===== src/rtl/uart_sha_pkg.sv =====
// ---------------------------------------------------------------------------
// uart_sha_pkg
// Shared definitions for the host side of the UART SHA-256d mining protocol:
// command/reply byte values, job length, FSM state and error-code enums, the
// packed job record and a helper that returns job byte N in wire order.
// ---------------------------------------------------------------------------
package uart_sha_pkg;

    localparam logic [7:0] CMD_RESET  = 8'h52;  // 'R'
    localparam logic [7:0] CMD_HELLO  = 8'h48;  // 'H'
    localparam logic [7:0] ACK_RESET  = 8'h4F;  // 'O'
    localparam logic [7:0] ACK_HELLO  = 8'h31;  // '1'
    localparam logic [7:0] ACK_START  = 8'h53;  // 'S'
    localparam logic [7:0] ACK_RESULT = 8'h59;  // 'Y'
    localparam logic [7:0] NAK_UPPER  = 8'h45;  // 'E'
    localparam logic [7:0] NAK_LOWER  = 8'h65;  // 'e'

    localparam int JOB_BYTES = 136;

    typedef enum logic [3:0] {
        S_IDLE,
        S_TX_RST,
        S_WAIT_O,
        S_TX_HELLO,
        S_WAIT_1,
        S_TX_JOB,
        S_WAIT_S,
        S_WAIT_Y,
        S_RX_NONCE
    } state_e;

    typedef enum logic [1:0] {
        ERR_NONE       = 2'd0,
        ERR_UNEXPECTED = 2'd1,
        ERR_TIMEOUT    = 2'd2,
        ERR_REMOTE     = 2'd3
    } err_code_e;

    // Field order is chosen so that the flattened record is exactly the wire
    // order: data occupies the least significant bytes, position the top.
    typedef struct packed {
        logic [31:0]  position;
        logic [31:0]  nonce_base;
        logic [255:0] target;
        logic [255:0] state;
        logic [511:0] data;
    } job_t;

    function automatic logic [7:0] job_byte(input logic [7:0] idx, input job_t fields);
        logic [JOB_BYTES*8-1:0] flat;
        flat = fields;
        return flat[{idx, 3'b000} +: 8];
    endfunction

endpackage


===== src/rtl/uart_sha_host_if.sv =====
// ---------------------------------------------------------------------------
// uart_sha_host_if
// Bundles the job hand-off, byte-stream UART side and result/error reporting
// of uart_sha_host.
//   slave  : view used by uart_sha_host (accepts jobs, drives tx, reports)
//   master : view used by job logic / UART models around it
// ---------------------------------------------------------------------------
interface uart_sha_host_if;
    import uart_sha_pkg::*;

    logic         job_valid;
    logic         job_ready;
    logic [511:0] job_data;
    logic [255:0] job_state;
    logic [255:0] job_target;
    logic [31:0]  job_nonce_base;
    logic [31:0]  job_position;
    logic [7:0]   tx_data;
    logic         tx_valid;
    logic         tx_ready;
    logic [7:0]   rx_data;
    logic         rx_valid;
    logic         res_valid;
    logic [31:0]  res_nonce;
    logic         err_valid;
    err_code_e    err_code;
    logic [7:0]   err_byte;
    logic         busy;

    modport slave (
        input  job_valid, job_data, job_state, job_target, job_nonce_base, job_position,
        input  tx_ready, rx_data, rx_valid,
        output job_ready, tx_data, tx_valid,
        output res_valid, res_nonce, err_valid, err_code, err_byte, busy
    );

    modport master (
        output job_valid, job_data, job_state, job_target, job_nonce_base, job_position,
        output tx_ready, rx_data, rx_valid,
        input  job_ready, tx_data, tx_valid,
        input  res_valid, res_nonce, err_valid, err_code, err_byte, busy
    );
endinterface


===== src/rtl/uart_sha_host.sv =====
// ---------------------------------------------------------------------------
// uart_sha_host
// Host-side initiator: takes one job, sends 'R' (wait 'O'), 'H' (wait '1'),
// streams the 136-byte job (wait 'S', then 'Y'), collects a 4-byte nonce.
// Ports:
//   clk     clock
//   in_rst  synchronous active-high reset (aborts a job silently)
//   bus     uart_sha_host_if.slave: job in, tx/rx byte streams, result/error
// Parameters:
//   ACK_TIMEOUT     cycles allowed per reply / nonce byte (0 = never)
//   RESULT_TIMEOUT  cycles allowed from 'S' to 'Y' (0 = never)
// ---------------------------------------------------------------------------
module uart_sha_host
    import uart_sha_pkg::*;
#(
    parameter int unsigned ACK_TIMEOUT    = 100_000,
    parameter int unsigned RESULT_TIMEOUT = 0
) (
    input  logic           clk,
    input  logic           in_rst,
    uart_sha_host_if.slave bus
);

    localparam logic [31:0] ACK_LOAD    = 32'(ACK_TIMEOUT);
    localparam logic [31:0] RESULT_LOAD = 32'(RESULT_TIMEOUT);
    localparam logic [7:0]  LAST_BYTE   = 8'(JOB_BYTES - 1);

    state_e      r_state, w_state_next;
    job_t        r_job, w_job_next;
    logic [7:0]  r_tx_data, w_tx_data_next;
    logic        r_tx_valid, w_tx_valid_next;
    logic [7:0]  r_byte_cnt, w_byte_cnt_next;
    logic [1:0]  r_nonce_cnt, w_nonce_cnt_next;
    logic [31:0] r_tmo, w_tmo_next;
    logic        r_res_valid, w_res_valid_next;
    logic [31:0] r_res_nonce, w_res_nonce_next;
    logic        r_err_valid, w_err_valid_next;
    err_code_e   r_err_code, w_err_code_next;
    logic [7:0]  r_err_byte, w_err_byte_next;

    logic        w_in_wait, w_tmo_on, w_tmo_hit;
    logic        w_abort;
    err_code_e   w_abort_code;
    logic [7:0]  w_abort_byte;
    logic [7:0]  w_expect;

    always_comb begin
        w_state_next     = r_state;
        w_job_next       = r_job;
        w_tx_data_next   = r_tx_data;
        w_tx_valid_next  = r_tx_valid;
        w_byte_cnt_next  = r_byte_cnt;
        w_nonce_cnt_next = r_nonce_cnt;
        w_res_valid_next = 1'b0;
        w_res_nonce_next = r_res_nonce;
        w_err_valid_next = 1'b0;
        w_err_code_next  = r_err_code;
        w_err_byte_next  = r_err_byte;
        w_abort          = 1'b0;
        w_abort_code     = ERR_UNEXPECTED;
        w_abort_byte     = bus.rx_data;

        unique case (r_state)
            S_WAIT_O: w_expect = ACK_RESET;
            S_WAIT_1: w_expect = ACK_HELLO;
            S_WAIT_S: w_expect = ACK_START;
            default:  w_expect = ACK_RESULT;
        endcase

        // The counter holds the cycles left; it expires in the cycle it
        // would step from 1 to 0. A byte arriving that cycle still wins.
        w_in_wait  = (r_state == S_WAIT_O) || (r_state == S_WAIT_1) || (r_state == S_WAIT_S) ||
                     (r_state == S_WAIT_Y) || (r_state == S_RX_NONCE);
        w_tmo_on   = (r_state == S_WAIT_Y) ? (RESULT_TIMEOUT != 0) : (ACK_TIMEOUT != 0);
        w_tmo_hit  = w_in_wait && w_tmo_on && (r_tmo == 32'd1);
        w_tmo_next = (w_in_wait && w_tmo_on && (r_tmo != 32'd0)) ? r_tmo - 32'd1 : r_tmo;

        case (r_state)
            S_IDLE: begin
                if (bus.job_valid) begin
                    w_job_next       = {bus.job_position, bus.job_nonce_base, bus.job_target,
                                        bus.job_state, bus.job_data};
                    w_state_next     = S_TX_RST;
                    w_tx_valid_next  = 1'b1;
                    w_tx_data_next   = CMD_RESET;
                    w_res_nonce_next = '0;
                end
            end
            S_TX_RST, S_TX_HELLO, S_TX_JOB: begin
                // Any received byte while we are still talking is a protocol
                // violation, even if the tx handshake completes this cycle.
                if (bus.rx_valid) begin
                    w_abort = 1'b1;
                end else if (r_tx_valid && bus.tx_ready) begin
                    if ((r_state == S_TX_JOB) && (r_byte_cnt != LAST_BYTE)) begin
                        w_byte_cnt_next = r_byte_cnt + 8'd1;
                        w_tx_data_next  = job_byte(r_byte_cnt + 8'd1, r_job);
                    end else begin
                        w_tx_valid_next = 1'b0;
                        w_tmo_next      = ACK_LOAD;
                        if (r_state == S_TX_RST)        w_state_next = S_WAIT_O;
                        else if (r_state == S_TX_HELLO) w_state_next = S_WAIT_1;
                        else                            w_state_next = S_WAIT_S;
                    end
                end
            end
            S_WAIT_O, S_WAIT_1, S_WAIT_S, S_WAIT_Y: begin
                if (bus.rx_valid) begin
                    if (bus.rx_data == w_expect) begin
                        case (r_state)
                            S_WAIT_O: begin
                                w_state_next    = S_TX_HELLO;
                                w_tx_valid_next = 1'b1;
                                w_tx_data_next  = CMD_HELLO;
                            end
                            S_WAIT_1: begin
                                w_state_next    = S_TX_JOB;
                                w_byte_cnt_next = 8'd0;
                                w_tx_valid_next = 1'b1;
                                w_tx_data_next  = job_byte(8'd0, r_job);
                            end
                            S_WAIT_S: begin
                                w_state_next = S_WAIT_Y;
                                w_tmo_next   = RESULT_LOAD;
                            end
                            default: begin
                                w_state_next     = S_RX_NONCE;
                                w_nonce_cnt_next = 2'd0;
                                w_tmo_next       = ACK_LOAD;
                            end
                        endcase
                    end else begin
                        w_abort      = 1'b1;
                        w_abort_code = ((bus.rx_data == NAK_UPPER) || (bus.rx_data == NAK_LOWER))
                                       ? ERR_REMOTE : ERR_UNEXPECTED;
                    end
                end else if (w_tmo_hit) begin
                    w_abort      = 1'b1;
                    w_abort_code = ERR_TIMEOUT;
                    w_abort_byte = 8'h00;
                end
            end
            S_RX_NONCE: begin
                if (bus.rx_valid) begin
                    w_res_nonce_next[{r_nonce_cnt, 3'b000} +: 8] = bus.rx_data;
                    w_tmo_next = ACK_LOAD;
                    if (r_nonce_cnt == 2'd3) begin
                        w_res_valid_next = 1'b1;
                        w_state_next     = S_IDLE;
                    end else begin
                        w_nonce_cnt_next = r_nonce_cnt + 2'd1;
                    end
                end else if (w_tmo_hit) begin
                    w_abort      = 1'b1;
                    w_abort_code = ERR_TIMEOUT;
                    w_abort_byte = 8'h00;
                end
            end
            default: w_state_next = S_IDLE;
        endcase

        if (w_abort) begin
            w_state_next     = S_IDLE;
            w_tx_valid_next  = 1'b0;
            w_err_valid_next = 1'b1;
            w_err_code_next  = w_abort_code;
            w_err_byte_next  = w_abort_byte;
        end
    end

    always_ff @(posedge clk) begin
        if (in_rst) begin
            r_state     <= S_IDLE;
            r_job       <= '0;
            r_tx_data   <= '0;
            r_tx_valid  <= 1'b0;
            r_byte_cnt  <= '0;
            r_nonce_cnt <= '0;
            r_tmo       <= '0;
            r_res_valid <= 1'b0;
            r_res_nonce <= '0;
            r_err_valid <= 1'b0;
            r_err_code  <= ERR_NONE;
            r_err_byte  <= '0;
        end else begin
            r_state     <= w_state_next;
            r_job       <= w_job_next;
            r_tx_data   <= w_tx_data_next;
            r_tx_valid  <= w_tx_valid_next;
            r_byte_cnt  <= w_byte_cnt_next;
            r_nonce_cnt <= w_nonce_cnt_next;
            r_tmo       <= w_tmo_next;
            r_res_valid <= w_res_valid_next;
            r_res_nonce <= w_res_nonce_next;
            r_err_valid <= w_err_valid_next;
            r_err_code  <= w_err_code_next;
            r_err_byte  <= w_err_byte_next;
        end
    end

    assign bus.job_ready = (r_state == S_IDLE);
    assign bus.busy      = (r_state != S_IDLE);
    assign bus.tx_data   = r_tx_data;
    assign bus.tx_valid  = r_tx_valid;
    assign bus.res_valid = r_res_valid;
    assign bus.res_nonce = r_res_nonce;
    assign bus.err_valid = r_err_valid;
    assign bus.err_code  = r_err_code;
    assign bus.err_byte  = r_err_byte;

endmodule


===== src/flat_wrapper.sv =====
// flat-port wrapper written by rule: the top's interface ports become plain ports
module uart_sha_host_flat import uart_sha_pkg::*;
#(
    parameter int unsigned ACK_TIMEOUT    = 100_000,
    parameter int unsigned RESULT_TIMEOUT = 0
)
  (clk, in_rst, bus_job_valid, bus_job_data, bus_job_state, bus_job_target, bus_job_nonce_base, bus_job_position, bus_tx_ready, bus_rx_data, bus_rx_valid, bus_job_ready, bus_tx_data, bus_tx_valid, bus_res_valid, bus_res_nonce, bus_err_valid, bus_err_code, bus_err_byte, bus_busy);
  uart_sha_host_if bus_i ();
  input  logic clk;
  input  logic in_rst;
  input wire logic [$bits(bus_i.job_valid)-1:0] bus_job_valid;
  input wire logic [$bits(bus_i.job_data)-1:0] bus_job_data;
  input wire logic [$bits(bus_i.job_state)-1:0] bus_job_state;
  input wire logic [$bits(bus_i.job_target)-1:0] bus_job_target;
  input wire logic [$bits(bus_i.job_nonce_base)-1:0] bus_job_nonce_base;
  input wire logic [$bits(bus_i.job_position)-1:0] bus_job_position;
  input wire logic [$bits(bus_i.tx_ready)-1:0] bus_tx_ready;
  input wire logic [$bits(bus_i.rx_data)-1:0] bus_rx_data;
  input wire logic [$bits(bus_i.rx_valid)-1:0] bus_rx_valid;
  output wire logic [$bits(bus_i.job_ready)-1:0] bus_job_ready;
  output wire logic [$bits(bus_i.tx_data)-1:0] bus_tx_data;
  output wire logic [$bits(bus_i.tx_valid)-1:0] bus_tx_valid;
  output wire logic [$bits(bus_i.res_valid)-1:0] bus_res_valid;
  output wire logic [$bits(bus_i.res_nonce)-1:0] bus_res_nonce;
  output wire logic [$bits(bus_i.err_valid)-1:0] bus_err_valid;
  output wire logic [$bits(bus_i.err_code)-1:0] bus_err_code;
  output wire logic [$bits(bus_i.err_byte)-1:0] bus_err_byte;
  output wire logic [$bits(bus_i.busy)-1:0] bus_busy;
  assign bus_i.job_valid = bus_job_valid;
  assign bus_i.job_data = bus_job_data;
  assign bus_i.job_state = bus_job_state;
  assign bus_i.job_target = bus_job_target;
  assign bus_i.job_nonce_base = bus_job_nonce_base;
  assign bus_i.job_position = bus_job_position;
  assign bus_i.tx_ready = bus_tx_ready;
  assign bus_i.rx_data = bus_rx_data;
  assign bus_i.rx_valid = bus_rx_valid;
  assign bus_job_ready = bus_i.job_ready;
  assign bus_tx_data = bus_i.tx_data;
  assign bus_tx_valid = bus_i.tx_valid;
  assign bus_res_valid = bus_i.res_valid;
  assign bus_res_nonce = bus_i.res_nonce;
  assign bus_err_valid = bus_i.err_valid;
  assign bus_err_code = bus_i.err_code;
  assign bus_err_byte = bus_i.err_byte;
  assign bus_busy = bus_i.busy;
  uart_sha_host #(.ACK_TIMEOUT(ACK_TIMEOUT), .RESULT_TIMEOUT(RESULT_TIMEOUT)) u_core (.clk(clk), .in_rst(in_rst), .bus(bus_i));
endmodule

===== config.mk =====
export PLATFORM = sky130hd
export DESIGN_NAME = uart_sha_host_flat
export DESIGN_NICKNAME = d
export VERILOG_FILES = /design/src/rtl/uart_sha_pkg.sv /design/src/rtl/uart_sha_host_if.sv /design/src/rtl/uart_sha_host.sv /design/src/flat_wrapper.sv
export SDC_FILE = /design/constraint.sdc
export NUM_CORES = 2
export LEC_CHECK = 0
export CAP_MARGIN = 20
export CORE_AREA = 2 2 450 452
export DETAILED_ROUTE_END_ITERATION = 8
export DIE_AREA = 0 0 452 454
export PLACE_DENSITY = 0.52
export SLEW_MARGIN = 0
export SYNTH_ARGS = -nofsm -noshare
export SYNTH_HDL_FRONTEND = slang
export SYNTH_SLANG_ARGS = --single-unit

===== constraint.sdc =====
create_clock -name clk -period 2.8 [get_ports clk]
set_clock_uncertainty 0.05 [all_clocks]
set_input_delay 0.42 -clock clk [delete_from_list [all_inputs] [get_ports clk]]
set_output_delay 0.42 -clock clk [all_outputs]
set_load 0.005 [all_outputs]

Yosys cells after proc, flatten, opt, wreduce, memory -nomap -nowiden
Cells that the tools add are included.
W data, S select, Z words.

word-level totals
  register bits = 1187
  input port bits = 1101
  output and inout port bits = 55
  word-level logic and storage cells = 157

cells by class
  $add $sub $neg = 4
  equal/unequal tests = 28
  shifts and indexed selects = 3
  muxes and demuxes = 73
  bitwise operators = 2
  reduce and logical (&&, ||, !) cells = 31

operators with widths
  cell                      count
  $shiftx A1088 B12 Y8      1
  $mux W32                  9
  $pmux W32 S2              2
  $mux W8                   15
  $pmux W32 S3              1
  $mux W4                   9
  $bwmux W32                1
  $eq A32 B1 Y1 const B     1
  $pmux W8 S2               2
  $reduce_bool A32 Y1       1
  $shift A8 B7 Y32 const A  1
  $shiftx A8 B7 Y32         1
  $sub A32 B1 Y32 const B   1
  $pmux W8 S3               1
  $reduce_and A8 Y1         3
  $mux W2                   11
  $pmux W7 S3               1
  $ne A2 B2 Y1 const B      9
  $eq A4 B3 Y1 const B      4
  $eq A8 B7 Y1 const B      2
  $pmux W4 S4               1
  $mux W1                   15
  $pmux W4 S3               1
  $reduce_or A3 Y1          3
  other kinds (27)          45

Longest topological paths before layout
  depth after elaboration = 12
  gate-level depth with buffers = 14
  mapped depth without buffers = 9

Worst setup path after synthesis
No wires, ideal clock.

  kind = register to register
  from = reg u_core.r_byte_cnt[0]
  to = reg u_core.r_tx_data[2], in the netlist u_core.bus.tx_data[2]
  arrival time = 2594 ps
  required time = 2618 ps
  path slack = 23 ps
  cell stages (with the launch flop) = 11
  cell sequence = dfxtp_1 > ha_1 > buf_4 > buf_2 > buf_4 > buf_2 > mux4_2 > mux2i_1 > o21ai_0 > o311ai_1 > a21oi_1

between the ends
  cells in the longest elaborated chain, start to end = 6

RTL lines
  what                    line                  source
  from (decl)             uart_sha_host.sv:32   logic [7:0] r_byte_cnt, w_byte_cnt_next;
  from (signal assigned)  uart_sha_host.sv:190  r_byte_cnt <= w_byte_cnt_next;
  $add A8 B1 Y8           uart_sha_host.sv:97   w_tx_data_next = job_byte(r_byte_cnt + 8'd1, r_job);
  $shiftx A1088 B12 Y8    uart_sha_pkg.sv:52    return flat[{idx, 3'b000} +: 8];
  $mux W8                 uart_sha_host.sv:95   if ((r_state == S_TX_JOB) && (r_byte_cnt != LAST_BYTE)) begin
  $mux W8                 uart_sha_host.sv:94   end else if (r_tx_valid && bus.tx_ready) begin
  $mux W8                 uart_sha_host.sv:92   if (bus.rx_valid) begin
  $pmux W8 S3             uart_sha_host.sv:78   case (r_state)
  to (signal assigned)    uart_sha_host.sv:188  r_tx_data <= w_tx_data_next;
  to (decl)               uart_sha_host.sv:30   logic [7:0] r_tx_data, w_tx_data_next;

Parallel ways exist; a longest one is shown, timed or not. The select of a mux whose other input is x is not followed.
A chain may end at the register's enable or synchronous reset.

Worst setup path after layout
Same ends and word-level chain as after synthesis.

==> impl_metrics.py <==
metrics = {
    "timing": {
        "fmax_mhz": 310.1,
        "tns_ps": -2627,
        "period_minus_slack_ps": 3225,
        "slew_violations": 0,
        "tightest_slew_ps": 886.7,
        "rsz0062_at_grt": "yes",
        "finalSetupViolCount": 8,
        "hold_viol_final": 0,
        "maxSlewHeadroom_pct": 40.67,
        "setup_slack_ps": -425.2,
        "post-route-period-util_pct": 115.2,
    },
    "placement": {
        "post_dp_cell_area_um2": 67410,
        "numPortBuffers": 1155,
        "gp_congestion": 0.9473,
        "hpwl_um": 198700,
        "place_ws_ps": -785.1,
    },
    "clock_network": {
        "cts_root_buf": "clkbuf_16",
        "clock-sinks": 1187,
        "cts_buffer_depth": 3,
        "h-tree-depth": 4,
        "insertion_delay_ps": 790,
        "cts_buffers": 138,
        "cts_tree": "yes",
        "clk_pin_slew_worst_paths_ps": 70,
    },
    "synthesis": {
        "ys.flop_type": "dfxtp_1",
        "ys_seq_area_share_pct": 46.76,
        "postSynthCellCount": 6271,
        "yosys.cell_types.count": 82,
        "yosysWarnings": 0,
        "ys_async_sr_fraction_pct": 0,
        "syn_area_um2": 50820,
        "syn_nets": 7380,
        "avgSynthCellArea_um2": 8.105,
        "ys_ff_latch": 1187,
        "synth_edf_count": 0,
    },
    "worst_hold_path": {
        "hold_class": "primary input to flip-flop",
        "worstHoldPathCells": 3,
    },
    "finish": {
        "drive_above_1_share_pct": 13.76,
        "finish.net_count": 8594,
        "postLayoutCellArea_um2": 74150,
        "layout_commonest_cell": "nand2_1",
        "fillers": 20500,
        "mostFrequentLayoutCells": "2509 x nand2_1, 1184 x dfxtp_1, 1159 x a21oi_1",
        "syn_to_final_growth_pct": 45.89,
    },
    "critical_path": {
        "path_class": "flip-flop to flip-flop",
        "ff2ff_path_depth": 15,
        "max_stage_delay_ps": 490,
        "cp_slowest_cell": "mux4_2",
        "endpoint_kind": "flip-flop",
        "critPathLaunchType": "flip-flop",
        "crit_required_ps": 3400,
        "crit_arrival_ps": 3830,
        "cp_max_fo": 6,
        "cp_cell_sequence": "ha_4 -> buf_8 -> buf_12 -> buf_4 -> buf_12 -> buf_16 -> mux4_2 -> nand2_1 -> nand2_2 -> a211oi_2 -> buf_4 -> o21ai_1 -> and3_4 -> o311ai_4 -> a21oi_1",
    },
    "global_route": {
        "grt_first_pass_wirelength_um": 352100,
        "track_usage_pct": 23.69,
        "antenna_found_initial": 31,
        "grt-ovfl-total": 0,
        "grt_max_degree": 136,
        "first_global_vias": 49590,
    },
    "routing": {
        "ant_nets": 0,
        "via_per_inst": 4.912,
        "first_pass_iters": 6,
        "avgRoutedWirePerCell_um": 24.78,
        "routed_wl_um": 254700,
        "drc": 0,
        "drtIter0Drc": 3997,
        "num_vias": 50490,
    },
    "floorplan": {
        "rows": 165,
        "die_h_um": 454,
        "die_w_um": 452,
        "fp.coreArea_um2": 200900,
        "die_area_um2": 205200,
        "io_pins": 1156,
        "initial_utilization_pct": 25.30,
    },
    "pwr": {
        "leakage_uw": 0.02672,
        "cellPowerDensity_nw_per_um2": 810.5,
        "finalPower_uw": 60090,
        "ir_drop_v": 0.0006043,
    },
    "outcome": {
        "violations": "setup timing",
        "status": "complete, but fails checks",
    },
    "job": {
        "max_cap_viol_count": 0,
    },
}
cell usage after synthesis (all sizes together) (3+ instances only):
| master | count | area share (%) |
|---|---|---|
| a22oi | 11 | 0.16 |
| clkbuf | 390 | 2.9 |
| a21boi | 3 | 0.044 |
| mux4 | 236 | 10 |
| a211oi | 8 | 0.12 |
| inv | 17 | 0.13 |
| a41oi | 3 | 0.066 |
| and3 | 16 | 0.20 |
| nor3b | 8 | 0.12 |
| nand4 | 19 | 0.23 |
| xor2 | 16 | 0.29 |
| a21oi | 1172 | 12 |
| nand2 | 2540 | 19 |
| xnor2 | 21 | 0.38 |
| o221ai | 8 | 0.14 |
| o31ai | 4 | 0.059 |
| mux2i | 60 | 1.2 |
| nor3 | 19 | 0.22 |
| a21o | 4 | 0.059 |
| nor2 | 84 | 0.64 |
| a32oi | 12 | 0.21 |
| and4 | 4 | 0.069 |
| a31oi | 25 | 0.31 |
| or2 | 5 | 0.066 |
| nand2b | 10 | 0.12 |
| or3 | 9 | 0.12 |
| nand3 | 129 | 1.3 |
| a311oi | 8 | 0.14 |
| a22o | 9 | 0.16 |
| o211ai | 3 | 0.044 |
| and2 | 7 | 0.086 |
| buf | 117 | 1.3 |
| dfxtp | 1187 | 47 |
| o311ai | 8 | 0.17 |
| o2111ai | 4 | 0.069 |
| o21ai | 30 | 0.30 |
| nor2b | 7 | 0.086 |
| ha | 8 | 0.20 |
| o32ai | 3 | 0.052 |
| nor4 | 12 | 0.18 |
routing by layer:
metal,wire [µm],track usage (%),vias to the layer above,share of wire (%)
li1,-,-,23610,-
met1,104500,29.25,24720,41
met2,123800,40.28,1763,49
met3,14080,4.057,392,5.5
met4,12210,10.61,14,4.8
met5,86,0,-,0.034
final timing paths:
check | from | endpoint | slack [ps]
min | bus_job_target[135] | u_core.r_job[903] | 120
max reg2reg | u_core.r_byte_cnt[0] | u_core.bus.tx_data[2] | -430
min reg2reg | u_core.r_job[757] | u_core.r_job[757] | 400
max | u_core.r_byte_cnt[0] | u_core.bus.tx_data[2] | -430
logic make-up (layout without fill, tap and decap cells):
group	after synthesis	in the layout	synth area share [%]
buffers and inverters	524	1842	4.311
multiplexers	297	297	11.66
AO/OA/AOI/OAI	1335	1335	13.99
flip-flops	1187	1187	46.76
other	0	18	0
adder cells (fa/ha/maj)	8	8	0.1970
AND/OR/NAND/NOR	2883	2883	22.42
XOR/XNOR	37	37	0.6672
power breakdown:
part	internal, µW	switching, µW
registers	20400	2350
logic	7160	11500
clock network	10900	7840
timing repair:
item	CTS	global route
buffers inserted	61	15
resized for setup	198	41
endpoints found under the setup margin	16	43
cloned	9	0
hold buffers	1	0
hold endpoints to repair	46	0
pin swaps	62	26
metrics by stage:
stage          cells  utilization (%)  hold slack (ps)
3_3_place_gp    9938            33.56            388.8
6_report       10280            36.91            124.5
2_1_floorplan   6271                -            383.1
5_1_grt        10280            36.91            78.88
3_5_place_dp    9939            33.56            393.1
4_1_cts        10250            36.72            45.12
worst max-delay path: cells and delay by family (launching register included):
family | cells | cell delay (ps)
adders and majority gates | 1 | 330
DFF | 1 | 350
buffers and inverters | 6 | 820
and+or+nand+nor | 3 | 370
muxes | 1 | 490
AOI/OAI and AO/OA | 4 | 670
sequential cells by signal, summed over array words and instances, names as in the netlist:
signal,cells
u_core.bus.err_byte,8
u_core.bus.err_code,2
u_core.bus.err_valid,1
u_core.bus.res_nonce,32
u_core.bus.res_valid,1
u_core.bus.tx_data,8
u_core.bus.tx_valid,1
u_core.r_byte_cnt,8
u_core.r_job,1088
u_core.r_nonce_cnt,2
u_core.r_state,4
u_core.r_tmo,32
layout make-up:
| type | count | area [µm²] | share of cell area [%] |
|---|---|---|---|
| inverter | 17 | 63.81 | 0.08606 |
| tap | 2672 | 3343 | 4.509 |
| timing repair buffer | 1581 | 16380 | 22.09 |
| clock buffer | 200 | 4038 | 5.445 |
| clock inverter | 44 | 611.8 | 0.8252 |
| multi-input combinational | 4560 | 25900 | 34.93 |
| antenna | 18 | 45.04 | 0.06075 |
| sequential | 1187 | 23770 | 32.06 |
Note: power is estimated with default switching activity, not from simulation.
